**src/rtl/fetch_pkg.sv**
```systemverilog
// Shared fetch definitions: default geometry and the fetch-to-decode beat layout.
package fetch_pkg;

    localparam int unsigned DEF_ADDR_WIDTH = 8;
    localparam int unsigned DEF_DATA_WIDTH = 8;
    localparam int unsigned DEF_LAST_ADDR  = 63;

    typedef struct packed {
        logic [DEF_DATA_WIDTH-1:0] instr;
        logic [DEF_ADDR_WIDTH-1:0] pc;
    } fetch_beat_t;

endpackage

```
**src/rtl/fetch_skid_fifo.sv**
```systemverilog
// Two-entry in-order buffer between the memory response and decode; flush beats push.
module fetch_skid_fifo
    import fetch_pkg::*;
#(
    parameter type beat_t = fetch_beat_t
) (
    input  logic       clk,
    input  logic       rst_n,
    input  logic       push,
    input  beat_t      beat,
    input  logic       pop,
    input  logic       flush,
    output beat_t      head,
    output logic [1:0] count
);

    beat_t      e0_q;
    beat_t      e1_q;
    logic [1:0] count_q;

    assign head  = e0_q;
    assign count = count_q;

    // e0 is always the head; e1 only holds the second entry when count is 2.
    always_ff @(posedge clk or negedge rst_n) begin
        if (!rst_n) begin
            e0_q    <= '0;
            e1_q    <= '0;
            count_q <= 2'd0;
        end else if (flush) begin
            count_q <= 2'd0;
        end else begin
            case ({push, pop})
                2'b10: begin
                    if (count_q == 2'd0) e0_q <= beat;
                    else                 e1_q <= beat;
                    count_q <= count_q + 2'd1;
                end
                2'b01: begin
                    e0_q    <= e1_q;
                    count_q <= count_q - 2'd1;
                end
                2'b11: begin
                    if (count_q == 2'd1) begin
                        e0_q <= beat;
                    end else begin
                        e0_q <= e1_q;
                        e1_q <= beat;
                    end
                end
                default: ;
            endcase
        end
    end

endmodule

```
**src/rtl/instruction_fetch.sv**
```systemverilog
// Instruction fetch: owns the PC, reads memory every cycle and hands words with
// their PC to decode over valid/ready, discarding stale fetches on a redirect.
module instruction_fetch
    import fetch_pkg::*;
#(
    parameter int unsigned ADDR_WIDTH = DEF_ADDR_WIDTH,
    parameter int unsigned DATA_WIDTH = DEF_DATA_WIDTH,
    parameter int unsigned RESET_PC   = 0,
    parameter int unsigned LAST_ADDR  = DEF_LAST_ADDR
) (
    input  logic                  clk,
    input  logic                  rst_n,
    output logic [ADDR_WIDTH-1:0] instruction_address,
    input  logic [DATA_WIDTH-1:0] instruction_data,
    input  logic                  branch_valid,
    input  logic [ADDR_WIDTH-1:0] branch_target,
    output logic                  out_valid,
    output logic [DATA_WIDTH-1:0] out_instr,
    output logic [ADDR_WIDTH-1:0] out_pc,
    input  logic                  out_ready
);

    typedef struct packed {
        logic [DATA_WIDTH-1:0] instr;
        logic [ADDR_WIDTH-1:0] pc;
    } beat_t;

    logic [ADDR_WIDTH-1:0] pc_q;
    logic [ADDR_WIDTH-1:0] pc_d;
    logic [ADDR_WIDTH-1:0] inflight_pc_q;
    logic                  inflight_q;
    logic                  issue;
    logic                  pop;
    logic [2:0]            occupancy;
    logic [1:0]            count;
    beat_t                 push_beat;
    beat_t                 head;

    assign instruction_address = pc_q;
    assign out_valid           = (count != 2'd0);
    assign out_instr           = head.instr;
    assign out_pc              = head.pc;
    assign push_beat.instr     = instruction_data;
    assign push_beat.pc        = inflight_pc_q;

    // Issue only when the response is guaranteed a FIFO slot after this cycle's pop.
    always_comb begin
        pop       = out_valid & out_ready;
        occupancy = 3'(count) + 3'(inflight_q) - 3'(pop);
        issue     = !branch_valid && (occupancy < 3'd2);
        pc_d      = pc_q;
        if (branch_valid) begin
            pc_d = branch_target;
        end else if (issue) begin
            pc_d = (pc_q == ADDR_WIDTH'(LAST_ADDR)) ? '0 : pc_q + ADDR_WIDTH'(1);
        end
    end

    always_ff @(posedge clk or negedge rst_n) begin
        if (!rst_n) begin
            pc_q          <= ADDR_WIDTH'(RESET_PC);
            inflight_q    <= 1'b0;
            inflight_pc_q <= '0;
        end else begin
            pc_q       <= pc_d;
            inflight_q <= issue;
            if (issue) inflight_pc_q <= pc_q;
        end
    end

    // A branch flushes the buffer, which also drops the in-flight response.
    fetch_skid_fifo #(
        .beat_t (beat_t)
    ) u_fifo (
        .clk   (clk),
        .rst_n (rst_n),
        .push  (inflight_q),
        .beat  (push_beat),
        .pop   (pop),
        .flush (branch_valid),
        .head  (head),
        .count (count)
    );

endmodule

```
**config.mk**
```make
export PLATFORM = sky130hd
export DESIGN_NAME = instruction_fetch
export DESIGN_NICKNAME = d
export VERILOG_FILES = /design/src/rtl/fetch_pkg.sv /design/src/rtl/fetch_skid_fifo.sv /design/src/rtl/instruction_fetch.sv
export SDC_FILE = /design/constraint.sdc
export NUM_CORES = 1
export LEC_CHECK = 0
export ABC_AREA = 1
export CAP_MARGIN = 15
export CORE_UTILIZATION = 45
export DETAILED_ROUTE_END_ITERATION = 12
export GPL_TIMING_DRIVEN = 1
export PLACE_DENSITY = 0.73
export SETUP_SLACK_MARGIN = 0.2
export SLEW_MARGIN = 5
export SYNTH_ARGS = -nofsm -noshare
export SYNTH_HDL_FRONTEND = slang
export SYNTH_SLANG_ARGS = --single-unit
```
**constraint.sdc**
```tcl
create_clock -name clk -period 4 [get_ports clk]
set_clock_uncertainty 0.15 [all_clocks]
set_input_delay 1.2 -clock clk [delete_from_list [all_inputs] [get_ports clk]]
set_output_delay 1.2 -clock clk [all_outputs]
set_load 0.005 [all_outputs]
```
# After elaboration in Yosys (flattened, before gate mapping)
# Cells that the tools add are included.
dict set report word_totals {
  input_bits 20
  register_bits 51
  out_inout_bits 25
}
dict set report op_classes {
  bitwise 2
  n_addsub 5
  eq_ne 8
  reduce_logical 10
  order_cmp 1
  muxes 11
}
# op count
set op_table {}
lappend op_table {{2-to-1 mux 16 bit} 4}
lappend op_table {{one-hot mux 16 bit (3 select lines)} 1}
lappend op_table {{one-hot mux 16 bit (2 select lines)} 1}
lappend op_table {{2-to-1 mux 8 bit} 3}
lappend op_table {{adder 8 x 1 -> 8 bit, second input constant} 1}
lappend op_table {{== test 8 x 6 -> 1 bit, second input constant} 1}
lappend op_table {{nonzero test 2 bit} 3}
lappend op_table {{nonzero test 3 bit} 2}
lappend op_table {{== test 2 x 1 -> 1 bit, second input constant} 2}
lappend op_table {{== test 2 bit, second input constant} 2}
lappend op_table {{!= test 2 bit, second input constant} 2}
lappend op_table {{one-hot mux 2 bit (2 select lines)} 1}
lappend op_table {{AND reduction 4 bit} 1}
lappend op_table {{adder 2 x 1 -> 3 bit} 1}
lappend op_table {{< comparator 3 x 2 -> 1 bit, second input constant} 1}
lappend op_table {{AND reduction 3 bit} 1}
lappend op_table {{subtractor 3 x 1 -> 3 bit} 1}
lappend op_table {{adder 2 x 1 -> 2 bit, second input constant} 1}
lappend op_table {{logical NOT 2 bit} 1}
lappend op_table {{2-to-1 mux 2 bit} 1}
lappend op_table {{!= test 2 x 1 -> 1 bit, second input constant} 1}
lappend op_table {{subtractor 2 x 1 -> 2 bit, second input constant} 1}
lappend op_table {{AND 1 bit} 1}
lappend op_table {{logical AND 1 bit} 1}
lappend op_table {{other kinds (2)} 2}

# Logic depth before layout (Yosys ltp)
dict set report logic_depth {
  word_depth 7
  mapped_depth 15
  depth_no_buf 15
}

# By module
# From an unflattened synthesis, not the netlist that was laid out.
dict set report hier_totals {
  cells_unflattened 377
  hier_area_um2 2861.5
}
# module instances area_per_inst_um2 cells_each seq_area_each_um2
set by_module_without_submodules {}
lappend by_module_without_submodules {fetch_skid_fifo 1 1836.8 239 850.8}
lappend by_module_without_submodules {instruction_fetch 1 1024.7 138 425.4}

# Least setup slack after synthesis
# No wires, ideal clock.
dict set report synth_path {
  path_kind {input to register}
  start {in out_ready}
  end {reg inflight_pc_q[6]}
  path_stages 11
  n_path_buf 1
  slack_ns 1.169
  arrival_time_ns 2.554
  t_required_ns 3.724
  path_cell_list {nand2_2 -> nor2_1 -> o21ai_0 -> fa_1 -> inv_1 -> nand2_1 -> nand2_1 -> nand3_1 -> buf_2 -> nand2_1 -> o21ai_0}
}
dict set report synth_via {
  elab_chain_len 4
}
# item line_no
set synth_lines {}
lappend synth_lines {{from (decl)} instruction_fetch.sv:20} ;# input logic out_ready
lappend synth_lines {{AND 1 bit} instruction_fetch.sv:48} ;# pop = out_valid & out_ready;
lappend synth_lines {{subtractor 3 x 1 -> 3 bit} instruction_fetch.sv:49} ;# occupancy = 3'(count) + 3'(inflight_q) - 3'(pop);
lappend synth_lines {{< comparator 3 x 2 -> 1 bit} instruction_fetch.sv:50} ;# issue = !branch_valid && (occupancy < 3'd2);
lappend synth_lines {{logical AND 1 bit} instruction_fetch.sv:50}
lappend synth_lines {{to (signal assigned)} instruction_fetch.sv:67} ;# if (issue) inflight_pc_q <= pc_q;
lappend synth_lines {{to (decl)} instruction_fetch.sv:30} ;# logic [ADDR_WIDTH-1:0] inflight_pc_q;
# Every way passes these cells.
# A chain may end at the register's enable or synchronous reset.

# Final worst setup path
dict set report layout_path {
  start {in out_ready}
  end {reg pc_q[3], in the netlist instruction_address[3]}
}
dict set report layout_via {
  elab_chain_len 5
}
# item line_no
set layout_lines {}
lappend layout_lines {{AND 1 bit} instruction_fetch.sv:48}
lappend layout_lines {{subtractor 3 x 1 -> 3 bit} instruction_fetch.sv:49}
lappend layout_lines {{< comparator 3 x 2 -> 1 bit} instruction_fetch.sv:50}
lappend layout_lines {{logical AND 1 bit} instruction_fetch.sv:50}
lappend layout_lines {{nonzero test 2 bit (no line)} n/a}
lappend layout_lines {{to (signal assigned)} instruction_fetch.sv:61} ;# pc_q <= ADDR_WIDTH'(RESET_PC);
lappend layout_lines {{to (signal assigned)} instruction_fetch.sv:65} ;# pc_q <= pc_d;
lappend layout_lines {{to (decl)} instruction_fetch.sv:28} ;# logic [ADDR_WIDTH-1:0] pc_q;
# Every way passes these cells.

==> metrics.cfg <==
[synth]
synthDistinctLibCells = 22
synth_top_area_share_pct = 51.05
netlist_area_um2 = 2500
syn_nets = 340
synth-seq-cells = 51
yosys_warnings = 0
synthCells = 316
synth.avg_cell_area_um2 = 7.911
synth_area_leaders = dfrtp_1 51%, nand2_1 12%, a21oi_1 6.8%
synth_top_cell_by_area = dfrtp_1
synth.yosys.seq_area_share_pct = 51.05

[setup_path]
worstPathArrival_ns = 3.49
cpLargestDelayFamily = simple AND/OR/NAND/NOR gates
path_cells = clkdlybuf4s50_1, nand2_2, nor2_1, o21ai_0, fa_1, inv_1, nand2_1, nand2_1, nand3_1, nor2_1, nand2_1, nand2_1
r2r_slack_ns = 1.14
path_max_fanout = 14
required_ns = 4.09
crit_path_frequent_cell = nand2_1
crit_path_start_kind = primary input
criticalPathCategory = primary input to register
path_buf_inv = 2
crit_slowest_cell = clkdlybuf4s50_1
slowest_delay_ns = 0.49
cp-end-kind = register

[floorplanning]
placementRows = 26
pin_count = 45
die_area_um2 = 5858
die_h_um = 76.54
die_w_um = 76.54
initial_core_util_pct = 47.73
core_um2 = 5238

[detailed_routing]
viasPerCell = 4.991
postRouteAntennaNets = 0
via_count = 2156
drc = 0
dr.pass1.iters = 4
routed_wl_um = 5285
drtIter0Drc = 122
wl_per_cell_um = 12.23

[place]
dp_cells = 424
port_buffers = 44
place_congestion = 0.8352
dp.final_hpwl_um = 3715

[grt]
grt_max_degree = 34
grt_pass1_vias = 2096
top_usage_layer = met2
antenna_found_initial = 0
grt_util_met2_pct = 34.05
grt.overflow.total = 0
use_met3_pct = 3.832
grt_first_pass_wirelength_um = 9632
gr-usage-met1_pct = 27.30
grt_usage_pct = 20.38

[finish]
layoutNonFillerInstCount = 432
diodes = 0
num-fill-cells = 466
drive_gt1_share_pct = 6.077
syn_to_final_growth_pct = 24.42
finalNetCount = 385
multi_input_area_um2 = 1013
regArea_um2 = 1276

[clock_tree]
clk_path_buf_depth = 2
h-tree-depth = 2
cts_tree = built
clkSinkCount = 51
root_buffer = clkbuf_8
cts_resized = 0
post_cts_buffers = 0
cts_hold_buffers = 0
clock_latency_ns = 0.30
numCtsBuffers = 5
clk_pin_slew_ns = 0.09

[sta]
worst_pin_slew_ns = 0.9491
max_slew_margin_pct = 36.54
fin_crit_ns = 3.396
final_max_slew_viol_count = 0
finalHoldViolCount = 0
fmax_mhz = 294.5
rsz0062_at_grt = no
timing.final.crit_share_pct = 84.90
finalSetupTns_ns = 0
setup_viol = 0

[pwr]
switching_power_mw = 0.8710
p_per_area_nw_per_um2 = 742.2
clkPwrFrac_pct = 15.9
ir_drop_mv = 0.3377
combPwrFrac_pct = 42.8
switching_share_pct = 37.73
intPower_mw = 1.437
pwr-share-seq_pct = 41.3
power_leakage_nw = 1.489

[job]
maxCapViolCount = 0

[worst_hold_path]
hold_path_class = register to register

[outcome]
status = finished clean

[kinds of logic after synthesis]
kind of cell / synth area share [%]
buffers and inverters: 8.408
AO/OA/AOI/OAI: 13.31
XOR/XNOR: 0.3504
AND/OR/NAND/NOR: 24.57
flip-flops: 51.05
adder cells (fa/ha/maj): 2.302
[tightest hold or removal path, cell delays in order, from the launching register on]
cell and delay [ns]:
dfrtp_1 0.36, nand2_1 0.05, o21ai_1 0.06
[per-stage QoR]
step	hold WS (ns)	worst slack (ns)	utilization [%]	total power, mW	instance area, um2
floorplan	0.3038	1.169	-	1.517	2500
global placement	0.3217	0.3681	57.14	1.932	2993
detailed placement	0.3291	0.2774	57.14	1.961	2993
CTS	0.3513	0.5834	59.39	2.339	3110
global route	0.3740	0.2824	59.39	2.533	3110
finish	0.3496	0.6041	59.39	2.308	3110
[registers in the layout (all words and copies together), names as in the netlist]
signal	cells
u_fifo.count	2
inflight_q	1
inflight_pc_q	8
u_fifo.e1_q	16
u_fifo.head	16
instruction_address	8
[metal layers]
metal | wire, um | up-vias
met5 | 0 | -
met4 | 48 | 0
met3 | 232 | 5
met2 | 2477 | 51
met1 | 2525 | 999
li1 | - | 1101
[power by group through the flow]
stage          combinational [mW]  sequential [mW]  clock, mW
2_1_floorplan               0.590            0.927          0
3_3_place_gp                0.977            0.955          0
3_5_place_dp                0.997            0.964          0
4_1_cts                      1.00            0.955      0.382
5_1_grt                      1.14            0.992      0.404
6_report                    0.988            0.953      0.367
[synthesized netlist by cell type]
| library cell | number |
|---|---|
| a21oi_1 | 34 |
| buf_2 | 3 |
| buf_4 | 2 |
| buf_6 | 2 |
| clkbuf_1 | 4 |
| clkinv_1 | 1 |
| dfrtp_1 | 51 |
| fa_1 | 1 |
| ha_1 | 3 |
| inv_1 | 35 |
| inv_2 | 2 |
| nand2_1 | 77 |
| nand2_2 | 4 |
| nand3_1 | 30 |
| nand4_1 | 4 |
| nor2_1 | 29 |
| nor2_4 | 1 |
| nor3_1 | 1 |
| o211ai_2 | 1 |
| o21ai_0 | 16 |
| o21ai_1 | 14 |
| xnor2_1 | 1 |
[cell type report]
class	count	share of cell area (%)
Clock buffer	6	2.655
Clock inverter	2	1.126
Inverter	38	4.586
Multi-Input combinational cell	216	32.58
Sequential cell	51	41.03
Tap cell	70	2.816
Timing Repair Buffer	49	15.21
[final timing paths]
kind | startpoint | endpoint | cells after the start
min in group asynchronous | rst_n | u_fifo.head[12]$_DFFE_PN0P_ | 1
min reg2reg | u_fifo.e1_q[6]$_DFFE_PN0P_ | u_fifo.e1_q[6]$_DFFE_PN0P_ | 2
max in group asynchronous | rst_n | u_fifo.e1_q[5]$_DFFE_PN0P_ | 2
max reg2reg | u_fifo.count[1]$_DFFE_PN0P_ | instruction_address[3]$_DFFE_PN0P_ | 14
max | out_ready | instruction_address[3]$_DFFE_PN0P_ | 12
min | u_fifo.e1_q[6]$_DFFE_PN0P_ | u_fifo.e1_q[6]$_DFFE_PN0P_ | 2
[cell usage in the layout, fill, tap and decap left out, drive strengths merged]
| cell | n |
|---|---|
| o211ai | 1 |
| nand4 | 4 |
| fa | 1 |
| clkdlybuf4s50 | 43 |
| buf | 6 |
| xnor2 | 1 |
| a21oi | 34 |
| nand3 | 30 |
| inv | 37 |
| nor3 | 1 |
| clkinv | 2 |
| clkbuf | 6 |
| bufinv | 1 |
| nand2 | 81 |
| o21ai | 30 |
| nor2 | 30 |
| dfrtp | 51 |
| ha | 3 |
(Power assumes the default switching activity.)
==> RTL change 1 (same settings) <==
Change the package constant `DEF_ADDR_WIDTH` from 8 to 6.
--- a/src/rtl/fetch_pkg.sv
+++ b/src/rtl/fetch_pkg.sv
@@ -3,3 +3,3 @@
 
-    localparam int unsigned DEF_ADDR_WIDTH = 8;
+    localparam int unsigned DEF_ADDR_WIDTH = 6;
     localparam int unsigned DEF_DATA_WIDTH = 8;
Interface: changed (resized branch_target, instruction_address and out_pc); port bits go from 45 to 39. No check against the original RTL was run, so the function may have changed too.
==> RTL change 1 against the unedited design <==
  * Routed wire length is 23% lower
  * Final cell count is 19% lower
  * Critical path depth stayed put
  * Cell area is 15% lower
  * Sequential cell count is 8 lower
  * Combinational power is 5.3% lower
  * Core utilization is 0.78 points lower
  * Area after synthesis is 13% lower
  * Worst setup slack better by 0.23 ns
  * Clock power is 25% lower
  * Power is 14% lower
  * Synthesized cell count is 17% lower
  * Largest power group unchanged
==> RTL change 1: results (changes against the unedited design) <==
\begin{tabular}{lr}
\hline
Metric & Value \\
\hline
\multicolumn{2}{l}{\textbf{Outcome}} \\
Outcome & finished, final reports clean \\
\multicolumn{2}{l}{\textbf{Global route}} \\
Largest net degree at the start of global routing & 44 (+29\%) \\
M3 GR Usage & 0.0436 (+0.00528) \\
All-Layer GR Usage & 0.188 (-0.0163) \\
\multicolumn{2}{l}{\textbf{Finish}} \\
Layout Nets & 321 (-17\%) \\
Multi-input gates & 179 (-17\%) \\
Share of post-route cells with drive strength above 1 & 0.107 (+0.0462) \\
Fraction of cell area in non-clock buffers & 0.142 (-0.00987) \\
Relative area of clock buffers and inverters in the final design & 0.0332 (-0.00464) \\
Synthesis-to-layout area growth & 21.3\% \\
FF+latch area & 1080 um2 (-16\%) \\
Filler Cell Count & 432 (-7.3\%) \\
Non-clock inverter count & 32 (-16\%) \\
\multicolumn{2}{l}{\textbf{Logic synthesis}} \\
Syn\_nets & 284 (-16\%) \\
Ranking of synthesized cells by area & dfrtp\_1 49\%, nand2\_1 18\%, o21ai\_2 5.6\%, o211ai\_1 5.2\%, inv\_1 5.0\% \\
Post-synth top cells & 106 x nand2\_1, 43 x dfrtp\_1, 29 x inv\_1 \\
Flip-flop and latch count after synthesis & 43 (-16\%) \\
Post-synthesis cell count & 262 (-17\%) \\
\multicolumn{2}{l}{\textbf{Placed design}} \\
RePlAce Congestion & 0.886 (+6.1\%) \\
Post-detail-place hpwl & 2790 um (-25\%) \\
Count of input and output buffers & 38 (-14\%) \\
Placed Area & 2550 um2 (-15\%) \\
\multicolumn{2}{l}{\textbf{Power and ir drop}} \\
Worst ir drop on vdd & 0.000319 V (-5.6\%) \\
Leakage Power & 0.00135 uW (-9.2\%) \\
\multicolumn{2}{l}{\textbf{Setup path}} \\
Data arrival, critical path & 3.24 ns (-0.25 ns) \\
Maximum fanout along the worst path & 15 (+1) \\
\multicolumn{2}{l}{\textbf{Timing}} \\
Worst slew pin tran & 0.924 ns (-0.0255 ns) \\
\multicolumn{2}{l}{\textbf{Detailed routing}} \\
DR WL met3 & 183 um (-21\%) \\
Average wire per cell in the routed design & 11.5 um (-5.6\%) \\
Post-route met1 wirelength & 1950 um (-23\%) \\
Post-DR vias/cell & 4.88 (-2.2\%) \\
\multicolumn{2}{l}{\textbf{Floorplanning}} \\
Tap Count & 52 (-26\%) \\
\hline
\end{tabular}
==> RTL change 1: kinds of logic (layout without fill, tap and decap cells) <==
group / Yosys count / in the layout / synth area share
DFF: 43 / 43 / 0.495
and+or+nand+nor: 134 / 134 / 0.248
adders and majority gates: 4 / 4 / 0.0265
AOI/OAI and AO/OA: 41 / 41 / 0.146
buffers and inverters: 40 / 77 / 0.0845
==> RTL change 1: worst paths after layout <==
check,slack [ns],cells after the start,start,to
setup / recovery,0.84,12,out_ready,instruction_address[5]
hold / removal,0.33,2,u_fifo.head[11],u_fifo.head[11]
setup reg to reg,1.39,14,u_fifo.count[1],instruction_address[5]
hold reg to reg,0.33,2,u_fifo.head[11],u_fifo.head[11]
max in group asynchronous,2.23,1,rst_n,u_fifo.count[0]
min in group asynchronous,0.89,1,rst_n,u_fifo.head[12]
==> RTL change 1: power breakdown <==
group	switching [uW]	internal (uW)
logic	510	425
clock network	140	136
registers	142	633
==> RTL change 2 (config.mk and constraints unchanged) <==
Made on the original files. Reset style: synchronous (`rst_n`), changed in 2 clocked blocks.
--- a/src/rtl/fetch_skid_fifo.sv
+++ b/src/rtl/fetch_skid_fifo.sv
@@ -24,3 +24,3 @@
     // e0 is always the head; e1 only holds the second entry when count is 2.
-    always_ff @(posedge clk or negedge rst_n) begin
+    always_ff @(posedge clk) begin
         if (!rst_n) begin
--- a/src/rtl/instruction_fetch.sv
+++ b/src/rtl/instruction_fetch.sv
@@ -58,3 +58,3 @@
 
-    always_ff @(posedge clk or negedge rst_n) begin
+    always_ff @(posedge clk) begin
         if (!rst_n) begin
Formal check against the unedited RTL: differs if rst_n is asserted again (counterexample within 4 cycles, from zero or initial values and one cycle with rst_n low); with rst_n held inactive, the same outputs for 10 cycles.
==> RTL change 2 against the unedited design <==
  * Die area is 5.3% lower
  * Sequential cell count stayed put
  * Routed wire length is 10% lower
  * Maximum frequency is 1.2% higher
  * Core utilization shrank 2.2 points
  * Worst setup slack improved by 0.040 ns
  * Count of clock-buffer cells in the layout increased by 1
  * Cell area fell by 6.7%
  * Area after synthesis shrank 5.5%
  * Critical endpoint is now instruction_address[1]
  * Highest routed layer unchanged
Power is not compared: it rests on default switching activity, and its combinational part moved more than twofold at a synthesized area within 25%.
==> RTL change 2: results (changes against the unedited design) <==
\begin{tabular}{lr}
\hline
Metric & Value \\
\hline
\multicolumn{2}{l}{\textbf{Outcome}} \\
Outcome & finished, final reports clean \\
\multicolumn{2}{l}{\textbf{Setup path}} \\
Internal reg-to-reg setup slack & 1.18 ns (+0.04 ns) \\
Data arrival, critical path & 3.41 ns (-0.08 ns) \\
Maximum fanout along the worst path & 7 (-7) \\
R2R Path Start & u\_fifo.count[1] \\
CP endpoint & instruction\_address[1] \\
\multicolumn{2}{l}{\textbf{Finish}} \\
Filler Cell Count & 496 (+6.4\%) \\
Layout Nets & 368 (-4.4\%) \\
Share of post-route cells with drive strength above 1 & 0.0928 (+0.0320) \\
\multicolumn{2}{l}{\textbf{Placed design}} \\
RePlAce Congestion & 0.881 (+5.5\%) \\
Post-detail-place hpwl & 3260 um (-12\%) \\
Post-Place Setup Slack & 0.326 ns (+0.0490 ns) \\
Placed Area & 2800 um2 (-6.5\%) \\
Dpl cells & 407 (-4.0\%) \\
\multicolumn{2}{l}{\textbf{Detailed routing}} \\
Met2 WL post-DR & 2220 um (-10\%) \\
Final wirelength & 4760 um (-10\%) \\
DRC violation total after the first TritonRoute iteration & 151 (+24\%) \\
Total via count after detailed routing & 2043 (-5.2\%) \\
DR WL met3 & 183 um (-21\%) \\
Average wire per cell in the routed design & 11.5 um (-6.3\%) \\
Post-route met1 wirelength & 2300 um (-8.8\%) \\
\multicolumn{2}{l}{\textbf{Timing}} \\
Worst slack on hold paths & 0.332 ns (-0.0176 ns) \\
Peak clock frequency supported by timing & 298 MHz (+1.2\%) \\
Max-slew headroom & 0.540 (+0.175) \\
\multicolumn{2}{l}{\textbf{Logic synthesis}} \\
Post-synthesis compound-gate area fraction & 0.260 (+0.127) \\
Number of distinct library cells after synthesis & 33 (+50\%) \\
FFs w/ async S/R, synth & 0 (-1.00) \\
Post-synthesis mux area share & 0.00476 (+0.00476) \\
Xor/xnor share of the synthesized area & 0.0143 (+0.0108) \\
Syn\_nets & 330 (-2.9\%) \\
Ranking of synthesized cells by area & dfxtp\_1 43\%, a21oi\_1 8.0\%, o21ai\_0 6.6\%, o21ai\_1 6.4\%, nor2\_1 5.7\% \\
Share of synthesized cell area in full adder, half adder and majority cells & 0.0244 (+0.00133) \\
Post-synth top cells & 51 x dfxtp\_1, 38 x a21oi\_1, 36 x nor2\_1 \\
Share of the yosys chip area belonging to registers & 0.432 (-0.0785) \\
Post-synthesis cell count & 306 (-3.2\%) \\
Warning count from the yosys run & 0 (unchanged) \\
\multicolumn{2}{l}{\textbf{Power and ir drop}} \\
Net Sw Frac & 0.265 \\
Total design power & 1070 uW \\
Power in the clock group & 327 uW \\
\multicolumn{2}{l}{\textbf{Global route}} \\
All-Layer GR Usage & 0.185 (-0.0190) \\
Wire length of the first global-routing pass & 8040 um (-17\%) \\
Largest net degree at the start of global routing & 33 (-2.9\%) \\
Vias in the first global route & 1823 (-13\%) \\
\multicolumn{2}{l}{\textbf{Hold path}} \\
Hold wc startpoint & inflight\_pc\_q[2] \\
Worst min-delay path endpoint & inflight\_pc\_q[2] \\
\hline
\end{tabular}
RTL change 2: changes by cell type in the layout (fill, tap and decap cells not counted), moves of 3 or more:
cell	unedited run	this run
a21oi_1	34	38
a21oi_2	0	10
dfrtp_1	51	0
dfxtp_1	0	51
inv_1	35	30
nand2_1	77	30
nand2_2	4	1
nand3_1	30	8
nor2_1	29	36
o21ai_0	16	31
o21ai_1	14	30
RTL change 2: metal layers:
layer / up-vias / track usage
li1: 1091 / -
met1: 909 / 0.234
met2: 37 / 0.313
met3: 6 / 0.0447
met4: 0 / 0.0503
met5: - / 0
RTL change 2: layout make-up:
type,count,area (um2),share of cell area
Inverter,32,120,0.0414
Clock inverter,1,7.51,0.00259
Timing Repair Buffer,48,470,0.162
Clock buffer,7,96.3,0.0332
Multi-Input combinational cell,206,1100,0.379
Sequential cell,51,1020,0.352
Tap cell,70,87.6,0.0302
